## src/rtl/i2c_sensor_pkg.sv

```systemverilog
// Shared definitions for the I2C sensor register file.
//   state_t      : transaction-level FSM states
//   REG_*        : register map (reg 0 is the read-only live temperature)
//   byte_sel     : picks byte idx of a register word, byte 0 = MSB
package i2c_sensor_pkg;

    typedef enum logic [2:0] {
        ST_IDLE,
        ST_ADDR,
        ST_POINTER,
        ST_WDATA,
        ST_RDATA,
        ST_IGNORE
    } state_t;

    localparam int REG_TEMP   = 0;
    localparam int REG_CONFIG = 1;
    localparam int REG_TLOW   = 2;
    localparam int REG_THIGH  = 3;

    // Widest register word byte_sel accepts (NBYTES up to 8).
    localparam int MAX_REG_BITS = 64;

    // Byte 0 is the most significant byte of an nbytes-wide word.
    function automatic logic [7:0] byte_sel(input logic [MAX_REG_BITS-1:0] word,
                                            input int nbytes,
                                            input int idx);
        byte_sel = word[(nbytes-1-idx)*8 +: 8];
    endfunction

endpackage

```

## src/rtl/i2c_address_matcher.sv

```systemverilog
// Combinational slave-address matcher.
//   addr      : address requested by the master
//   addr_list : own addresses, entry i at [i*ADDRESSLENGTH +: ADDRESSLENGTH]
//   match     : any entry equals addr
//   index     : lowest matching entry (0 when no match)
module i2c_address_matcher #(
    parameter int ADDRESSLENGTH = 7,
    parameter int ADDRESSNUM    = 2,
    localparam int AIW = (ADDRESSNUM > 1) ? $clog2(ADDRESSNUM) : 1
) (
    input  logic [ADDRESSLENGTH-1:0]            addr,
    input  logic [ADDRESSLENGTH*ADDRESSNUM-1:0] addr_list,
    output logic                                match,
    output logic [AIW-1:0]                      index
);

    // Scan from the top so the lowest matching entry is the last one written.
    always_comb begin
        match = 1'b0;
        index = '0;
        for (int i = ADDRESSNUM-1; i >= 0; i--) begin
            if (addr_list[i*ADDRESSLENGTH +: ADDRESSLENGTH] == addr) begin
                match = 1'b1;
                index = AIW'(i);
            end
        end
    end

endmodule

```

## src/rtl/i2c_sensor_register_file.sv

```systemverilog
// I2C slave register file for a temperature sensor. Sits behind the I2C
// bit/byte engine: a pointer byte selects one of NREGS registers, data bytes
// (MSB first) are staged and committed atomically, reads come from a
// snapshot so one register is never torn across bytes.
//   Clk, Reset        : clock, synchronous active-high reset
//   StartCond/StopCond: bus condition pulses
//   AddrValid, DirectionBuffer, RorW, AddressList -> AddressFound, AddressIndex
//   ByteStrobe, InputBuffer -> ByteAck, ByteNack (one cycle later)
//   OutputBuffer      : next byte for the master to read
//   SensorData        : live temperature (register 0)
//   Pointer           : current register pointer
//   RegFileOut        : registers flattened, slot 0 reads 0
//
// state      | meaning
// -----------+-------------------------------------------------
// ST_IDLE    | bus free or after STOP
// ST_ADDR    | START seen, waiting for address byte
// ST_POINTER | addressed for write, next byte is the pointer
// ST_WDATA   | writing data bytes into staged buffer
// ST_RDATA   | master reading bytes from the snapshot
// ST_IGNORE  | address did not match, ignore bytes until START/STOP
module i2c_sensor_register_file #(
    parameter int ADDRESSLENGTH = 7,
    parameter int ADDRESSNUM    = 2,
    parameter int NREGS         = 4,
    parameter int NBYTES        = 2,
    parameter int PTRWIDTH      = 2,
    parameter int AUTOINC       = 0,
    parameter logic [8*NBYTES-1:0] REGRESET = '0,
    localparam int AIW = (ADDRESSNUM > 1) ? $clog2(ADDRESSNUM) : 1
) (
    input  logic                                Clk,
    input  logic                                Reset,
    input  logic                                StartCond,
    input  logic                                StopCond,
    input  logic                                AddrValid,
    input  logic [ADDRESSLENGTH-1:0]            DirectionBuffer,
    input  logic                                RorW,
    input  logic [ADDRESSLENGTH*ADDRESSNUM-1:0] AddressList,
    output logic                                AddressFound,
    output logic [AIW-1:0]                      AddressIndex,
    input  logic                                ByteStrobe,
    input  logic [7:0]                          InputBuffer,
    output logic [7:0]                          OutputBuffer,
    output logic                                ByteAck,
    output logic                                ByteNack,
    input  logic [8*NBYTES-1:0]                 SensorData,
    output logic [PTRWIDTH-1:0]                 Pointer,
    output logic [8*NBYTES*NREGS-1:0]           RegFileOut
);

    import i2c_sensor_pkg::*;

    localparam int RW = 8*NBYTES;
    localparam int CW = (NBYTES > 1) ? $clog2(NBYTES) : 1;
    localparam logic [CW-1:0]       LAST_BYTE = CW'(NBYTES-1);
    localparam logic [PTRWIDTH-1:0] LAST_REG  = PTRWIDTH'(NREGS-1);
    localparam logic [PTRWIDTH-1:0] PTR_TEMP  = PTRWIDTH'(REG_TEMP);

    state_t              state, state_next;
    logic [PTRWIDTH-1:0] pointer, ptr_inc, ptr_after;
    logic [CW-1:0]       byte_cnt;
    logic [RW-1:0]       regs [NREGS];
    logic [7:0]          staged [NBYTES];
    logic [RW-1:0]       shadow, cur_val, next_val, commit_val;
    logic                match;
    logic [AIW-1:0]      match_idx;
    logic                ptr_ok;

    i2c_address_matcher #(
        .ADDRESSLENGTH (ADDRESSLENGTH),
        .ADDRESSNUM    (ADDRESSNUM)
    ) u_matcher (
        .addr      (DirectionBuffer),
        .addr_list (AddressList),
        .match     (match),
        .index     (match_idx)
    );

    assign ptr_inc   = (pointer == LAST_REG) ? '0 : pointer + PTRWIDTH'(1);
    assign ptr_after = (AUTOINC != 0) ? ptr_inc : pointer;
    assign ptr_ok    = int'(InputBuffer) < NREGS;
    assign Pointer   = pointer;

    // cur_val feeds the snapshot at address time; next_val feeds the
    // re-snapshot at the end of a register, after any auto-increment.
    always_comb begin
        cur_val  = SensorData;
        next_val = SensorData;
        for (int k = 1; k < NREGS; k++) begin
            if (pointer == PTRWIDTH'(k))   cur_val  = regs[k];
            if (ptr_after == PTRWIDTH'(k)) next_val = regs[k];
        end
    end

    // Last byte arrives on the commit edge, so it bypasses the staging buffer.
    always_comb begin
        commit_val = '0;
        for (int b = 0; b < NBYTES-1; b++) begin
            commit_val[(NBYTES-1-b)*8 +: 8] = staged[b];
        end
        commit_val[7:0] = InputBuffer;
    end

    always_comb begin
        RegFileOut = '0;
        for (int k = 0; k < NREGS; k++) begin
            RegFileOut[k*RW +: RW] = regs[k];
        end
    end

    always_ff @(posedge Clk) begin
        if (Reset) state <= ST_IDLE;
        else       state <= state_next;
    end

    always_comb begin
        state_next = state;
        if (StartCond) begin
            state_next = ST_ADDR;
        end else if (StopCond) begin
            state_next = ST_IDLE;
        end else if (AddrValid) begin
            if (state == ST_ADDR) begin
                if (!match)    state_next = ST_IGNORE;
                else if (RorW) state_next = ST_POINTER;
                else           state_next = ST_RDATA;
            end
        end else if (ByteStrobe && state == ST_POINTER) begin
            state_next = ST_WDATA;
        end
    end

    always_ff @(posedge Clk) begin
        if (Reset) begin
            pointer      <= '0;
            byte_cnt     <= '0;
            AddressFound <= 1'b0;
            AddressIndex <= '0;
            OutputBuffer <= '0;
            ByteAck      <= 1'b0;
            ByteNack     <= 1'b0;
            shadow       <= '0;
            for (int k = 0; k < NREGS; k++)  regs[k]   <= (k == REG_TEMP) ? '0 : REGRESET;
            for (int b = 0; b < NBYTES; b++) staged[b] <= '0;
        end else begin
            ByteAck  <= 1'b0;
            ByteNack <= 1'b0;
            if (StartCond) begin
                byte_cnt     <= '0;
                AddressFound <= 1'b0;
                for (int b = 0; b < NBYTES; b++) staged[b] <= '0;
            end else if (StopCond) begin
                byte_cnt <= '0;
                for (int b = 0; b < NBYTES; b++) staged[b] <= '0;
            end else if (AddrValid) begin
                if (state == ST_ADDR) begin
                    AddressFound <= match;
                    if (match) begin
                        AddressIndex <= match_idx;
                        if (!RorW) begin
                            shadow       <= cur_val;
                            OutputBuffer <= byte_sel(MAX_REG_BITS'(cur_val), NBYTES, 0);
                            byte_cnt     <= '0;
                        end
                    end
                end
            end else if (ByteStrobe) begin
                case (state)
                    ST_POINTER: begin
                        byte_cnt <= '0;
                        if (ptr_ok) begin
                            pointer <= InputBuffer[PTRWIDTH-1:0];
                            ByteAck <= 1'b1;
                        end else begin
                            ByteNack <= 1'b1;
                        end
                    end
                    ST_WDATA: begin
                        // Register 0 is read-only: bytes are refused but the
                        // byte count and auto-increment still track the bus.
                        if (pointer == PTR_TEMP) begin
                            ByteNack <= 1'b1;
                        end else begin
                            ByteAck          <= 1'b1;
                            staged[byte_cnt] <= InputBuffer;
                        end
                        if (byte_cnt == LAST_BYTE) begin
                            byte_cnt <= '0;
                            pointer  <= ptr_after;
                            for (int k = 1; k < NREGS; k++) begin
                                if (pointer == PTRWIDTH'(k)) regs[k] <= commit_val;
                            end
                        end else begin
                            byte_cnt <= byte_cnt + CW'(1);
                        end
                    end
                    ST_RDATA: begin
                        ByteAck <= 1'b1;
                        if (byte_cnt == LAST_BYTE) begin
                            byte_cnt     <= '0;
                            pointer      <= ptr_after;
                            shadow       <= next_val;
                            OutputBuffer <= byte_sel(MAX_REG_BITS'(next_val), NBYTES, 0);
                        end else begin
                            byte_cnt     <= byte_cnt + CW'(1);
                            OutputBuffer <= byte_sel(MAX_REG_BITS'(shadow), NBYTES,
                                                     int'(byte_cnt) + 1);
                        end
                    end
                    default: ;
                endcase
            end
        end
    end

endmodule

```

## config.mk

```make
export PLATFORM = sky130hd
export DESIGN_NAME = i2c_sensor_register_file
export DESIGN_NICKNAME = d
export VERILOG_FILES = /design/src/rtl/i2c_sensor_pkg.sv /design/src/rtl/i2c_address_matcher.sv /design/src/rtl/i2c_sensor_register_file.sv
export SDC_FILE = /design/constraint.sdc
export NUM_CORES = 1
export LEC_CHECK = 0
export ABC_AREA = 1
export CAP_MARGIN = 20
export CORE_UTILIZATION = 43
export DETAILED_ROUTE_END_ITERATION = 10
export GPL_TIMING_DRIVEN = 0
export PLACE_DENSITY = 0.86
export SLEW_MARGIN = 5
export SYNTH_ARGS = -nofsm -noshare
export SYNTH_HDL_FRONTEND = slang
export SYNTH_SLANG_ARGS = --single-unit
```

## constraint.sdc

```tcl
create_clock -name Clk -period 3.1 [get_ports Clk]
set_input_delay 0.62 -clock Clk [delete_from_list [all_inputs] [get_ports Clk]]
set_output_delay 0.62 -clock Clk [all_outputs]
set_load 0.1 [all_outputs]
```

==> flow_summary.yaml, run 1 <==
pwr:
  switching_share_pct: 34.4
  ir_worst_vdd_mv: 0.340
  p_switching_mw: 0.866
  power_density_nw_per_um2: 419
  power.share.sequential_pct: 48.2
  combPwrFrac_pct: 21.7
  clockPowerShare_pct: 30.1
  p_leak_nw: 2.59
  power_mw: 2.52
  internal_power_mw: 1.65
timing:
  finalSetupViolCount: 0
  finalCritPeriodShare_pct: 91.2
  hold_violations: 0
  relSlewSlack_pct: 32.0
  rsz0062_at_grt: "false"
  clock_skew_ns: 0.00658
  tightest_slew_ns: 1.02
  fin_tns_setup_ns: 0
  clock.fmax_mhz: 354
  min_period_ns: 2.83
  final-max-slew-violation-count: 0
clock_tree:
  cts.sinks: 82
  clk_pin_slew_ns: 0.09
  htreeDepth: 3
  ctsHoldBuffers: 0
  cts_tree: "yes"
  clock_latency_ns: 0.37
  post-cts-setup-buffer-count: 0
  cts_buffers: 9
  clock_path_buffers: 2
  ctsRootBufferMaster: "clkbuf_8"
  cts_resized: 0
die:
  core_area_um2: 9910
  die_area_um2: 10800
  floorplan.rows: 36
  die_width_um: 104
  dieHeight_um: 104
  start_util_pct: 45.1
  io_pins: 130
final_layout:
  layout.nets: 752
  mostFrequentLayoutCells: "138 x nand2_1, 112 x clkdlybuf4s50_1, 101 x nor2_1"
  final-instance-count-excl-fill: 838
  syn2layout_area_growth_pct: 34.5
  multiInputGateArea_um2: 1770
  register_area_um2: 2200
  drive_above_1_share_pct: 11.5
  fin_area_um2: 6000
  diodes: 0
  fill_cells: 840
  final_common_cell: "nand2_1"
critical_path:
  cp_top_family: "buffers and inverters"
  critPathCaptureType: "flip-flop"
  critical-path-max-stage-delay_ns: 0.76
  worst-path-buf-inv: 4
  cp_cell_sequence: "clkdlybuf4s50_1 > nor2_2 > inv_1 > nor2_4 > inv_2 > nor3_4 > inv_1 > o21ai_2"
  critPathLaunchType: "input pin"
  reg2reg_slack_ns: 0.73
  cp_max_fo: 16
  crit_top_cell: "inv_1"
  cp.arrival_ns: 2.82
  critical_path_required_ns: 3.10
  crit_slowest_cell: "o21ai_2"
  crit_type: "in -> reg"
placed_design:
  dp_hpwl_um: 9510
  place_congestion: 0.870
  portBuffers: 112
  place_area_um2: 5820
  dp_cells: 822
grt:
  gr-max-usage-layer: "met2"
  grtUsageMet2_pct: 42.0
  grt_overflow: 0
  grt_max_degree: 17
  antenna_found_initial: 0
  grt_pass1_vias: 4189
  grt_pass1_wl_um: 19600
  grt_use_total_pct: 23.4
  grt.met1_usage_pct: 25.5
  met3_usage_pct: 6.33
synthesis:
  yosys_warnings: 0
  synth_seq_cells: 82
  syn_avg_cell_area_um2: 7.94
  ys_seq_area_share_pct: 49.3
  synth-edff-count: 56
  syn_inst: 562
  synthArstFlopShare_pct: 0
  synth_area_um2: 4460
  ys_types: 34
  ys.flop_type: "edfxtp_1"
run_status:
  status: "completed"
route:
  dr.pass1.iters: 5
  vias: 4222
  drt_wl_total_um: 12400
  drtAntennaViolNets: 0
  drt_iter0_drc: 296
  routedWlPerCell_um: 14.8
  drcViolationCount: 0
  vias_per_cell: 5.04
flow_run:
  drv_cap: 0
hold_path:
  hold_class: "reg -> reg"
power by group through the flow:
stage	Combinational [mW]	Sequential, mW	Clock [mW]
2_1_floorplan	0.213	1.41	0
3_3_place_gp	0.534	1.24	0
3_5_place_dp	0.543	1.24	0
4_1_cts	0.545	1.21	0.755
5_1_grt	0.573	1.22	0.802
6_report	0.547	1.21	0.757
tightest hold or removal path: stages, from the launching register on:
cell,delay (ns)
dfxtp_1,0.35
nor2_1,0.05
nor2_1,0.07
layer usage:
| layer | vias up | part of all wire (%) |
|---|---|---|
| li1 | 2015 | - |
| met1 | 1921 | 37 |
| met2 | 255 | 51 |
| met3 | 31 | 9.8 |
| met4 | 0 | 2.6 |
| met5 | - | 0 |
registers in the layout (all words and copies together), names as in the netlist:
| signal | count |
|---|---|
| byte_cnt | 1 |
| AddressIndex | 1 |
| ByteAck | 1 |
| ByteNack | 1 |
| AddressFound | 1 |
| regs | 48 |
| staged | 8 |
| shadow | 8 |
| Pointer | 2 |
| OutputBuffer | 8 |
| state | 3 |
stage by stage:
stage                     worst slack [ns]  hold WS, ns  util (%)
after floorplan                     0.0976        0.466         -
after global placement               -1.11        0.469      58.6
after detailed placement           -0.0807        0.481      58.7
after CTS                            0.288        0.502      60.6
after global routing                 0.127        0.520      60.6
final                                0.274        0.497      60.6
cells in the mapped netlist (5+ instances only):
cell type,instances,area [um^2]
a21oi_1,8,40.0
buf_2,5,25.0
buf_4,17,128
clkbuf_1,6,22.5
dfxtp_1,26,521
edfxtp_1,56,1680
inv_1,85,319
nand2_1,138,518
nand3_1,19,95.1
nand4_1,16,100
nor2_1,101,379
nor2_2,12,75.1
o211ai_1,8,60.1
o21ai_0,15,75.1
or2_2,8,50.1
xor2_1,6,52.6
final cells by class:
cell class | instances | area share, %
timing repair buffer | 112 | 18.7
inverter | 90 | 5.71
tap | 133 | 2.77
clock buffer | 9 | 2.06
clock inverter | 7 | 1.02
sequential | 82 | 36.7
buffer | 32 | 3.67
multi-input combinational | 373 | 29.4
worst paths after layout:
| kind | startpoint | to | cells past startpoint |
|---|---|---|---|
| max | StopCond | regs[1][9]$_SDFFCE_PN0P_ | 8 |
| min reg2reg | AddressIndex$_SDFFE_PP0P_ | AddressIndex$_SDFFE_PP0P_ | 2 |
| max reg2reg | state[0]$_SDFFE_PP0P_ | regs[1][9]$_SDFFCE_PN0P_ | 4 |
| min | AddressIndex$_SDFFE_PP0P_ | AddressIndex$_SDFFE_PP0P_ | 2 |
kinds of logic after synthesis:
group	synth area share (%)
compound gates	4.90
xor+xnor	1.77
buf+inv	12.6
flops	49.3
other cells	0.0840
simple gates	31.3
Power figures use the tool's default switching activity.
==> inputs of run 2 (changes only) <==
--- a/config.mk
+++ b/config.mk
@@ -10,7 +10,7 @@
 export CORE_UTILIZATION = 43
 export DETAILED_ROUTE_END_ITERATION = 10
 export GPL_TIMING_DRIVEN = 0
-export PLACE_DENSITY = 0.86
+export PLACE_DENSITY = 0.78
 export SLEW_MARGIN = 5
 export SYNTH_ARGS = -nofsm -noshare
 export SYNTH_HDL_FRONTEND = slang
==> constraint.sdc (replaced) <==
create_clock -name Clk -period 3.1 [get_ports Clk]
set_input_delay 0.31 -clock Clk [delete_from_list [all_inputs] [get_ports Clk]]
set_output_delay 0.31 -clock Clk [all_outputs]
set_load 0.1 [all_outputs]
==> flow_summary.yaml, run 2 (same netlist as run 1, synthesis figures left out) <==
clock_tree:
  clk_pin_slew_ns: 0.08
  clock_latency_ns: 0.37
  cts_tree: "yes"
  post-cts-setup-buffer-count: 0
  ctsRootBufferMaster: "clkbuf_8"
  cts_resized: 0
  cts.sinks: 82
  htreeDepth: 3
  cts_buffers: 9
  ctsHoldBuffers: 0
  clock_path_buffers: 2
route:
  dr.pass1.iters: 5
  drt_wl_total_um: 12400
  drcViolationCount: 0
  drt_iter0_drc: 367
  vias: 4162
  drtAntennaViolNets: 0
  routedWlPerCell_um: 14.8
  vias_per_cell: 4.95
die:
  die_width_um: 104
  core_area_um2: 9910
  die_area_um2: 10800
  start_util_pct: 45.1
  floorplan.rows: 36
  io_pins: 130
  dieHeight_um: 104
flow_run:
  drv_cap: 0
critical_path:
  critical_path_required_ns: 3.10
  critical-path-max-stage-delay_ns: 0.75
  crit_slowest_cell: "o21ai_2"
  critPathCaptureType: "flip-flop"
  cp_cell_sequence: "clkdlybuf4s50_1 > nor2_2 > inv_1 > nor2_4 > inv_2 > nor3_4 > inv_1 > o21ai_2"
  critPathLaunchType: "input pin"
  crit_top_cell: "inv_1"
  crit_type: "in -> reg"
  regToRegStartpoint: "state[0]$_SDFFE_PP0P_"
  cp.arrival_ns: 2.50
  startpoint: "StopCond"
  cp_max_fo: 16
final_layout:
  final_common_cell: "nand2_1"
  layout.nets: 754
  largest_register_ffs: 48
  diodes: 0
  drive_above_1_share_pct: 11.7
  final-instance-count-excl-fill: 840
  syn2layout_area_growth_pct: 34.9
  mostFrequentLayoutCells: "138 x nand2_1, 112 x clkdlybuf4s50_1, 101 x nor2_1"
  regMostFlops: "regs"
  fin_util_pct: 60.8
timing:
  fin_tns_setup_ns: 0
  clock.fmax_mhz: 399
  clock_skew_ns: 0.00802
  finalCritPeriodShare_pct: 80.9
  relSlewSlack_pct: 33.5
  min_period_ns: 2.51
  finalSetupViolCount: 0
  layout_setup_ws_ns: 0.591
  rsz0062_at_grt: "false"
  final-max-slew-violation-count: 0
  tightest_slew_ns: 0.994
  hold_violations: 0
placed_design:
  dp_hpwl_um: 9400
  dp_cells: 824
  portBuffers: 112
  place_congestion: 0.847
  place_ws_ns: 0.235
grt:
  grt_pass1_vias: 4130
  grt_max_degree: 17
  grt_pass1_wl_um: 19800
  grt_use_total_pct: 23.5
  grt_overflow: 0
  antenna_found_initial: 0
hold_path:
  min-delay-start: "AddrValid"
  hold_class: "in -> reg"
pwr:
  power_mw: 2.49
  ir_worst_vdd_mv: 0.264
  p_leak_nw: 2.60
  power_density_nw_per_um2: 413
run_status:
  status: "completed"
==> run 2: path summary, 6_finish.rpt <==
kind | to | slack, ns | cells past startpoint
worst min-delay path | state[0]$_SDFFE_PP0P_ | 0.26 | 4
worst min register to register | AddressIndex$_SDFFE_PP0P_ | 0.47 | 2
worst max-delay path | regs[3][15]$_SDFFCE_PN0P_ | 0.59 | 8
worst max register to register | regs[3][15]$_SDFFCE_PN0P_ | 0.70 | 4
==> run 2: final cells by class <==
class / instances / area [um^2]
plain buffers: 32 / 220
clock buffers: 9 / 124
clock inverters: 7 / 55.1
fillers: 891 / 3890
inverters: 90 / 343
multi-input cells: 373 / 1770
flip-flops and latches: 82 / 2200
well taps: 133 / 166
repair buffers: 114 / 1140
==> run 2: routing by layer <==
| metal | wire [um] | part of all wire [%] | vias to the layer above | GRT usage [%] |
|---|---|---|---|---|
| met1 | 4970 | 40 | 1919 | 29.2 |
| met2 | 6010 | 48 | 195 | 39.1 |
| li1 | - | - | 2020 | - |
| met4 | 338 | 2.7 | 0 | 13.1 |
| met3 | 1100 | 8.9 | 28 | 3.57 |
| met5 | 0 | 0 | - | 0 |
==> run 2: critical path, delay by kind of cell <==
family	cells	cell delay, ns
compound gates	1	0.75
simple gates	3	0.59
buf+inv	4	0.85
==> run 2: power breakdown <==
| group | leakage, nW | internal, mW | switching, mW |
|---|---|---|---|
| Clock | 0.0911 | 0.297 | 0.429 |
| Sequential | 0.799 | 1.19 | 0.0188 |
| Combinational | 1.71 | 0.154 | 0.396 |
==> run 2: per-stage QoR <==
stage	area (um^2)	hold WS, ns
finish	6020	0.260
global route	6020	0.274
CTS	6020	0.242
detailed placement	5840	0.459
global placement	5810	0.450
floorplan	4520	0.379
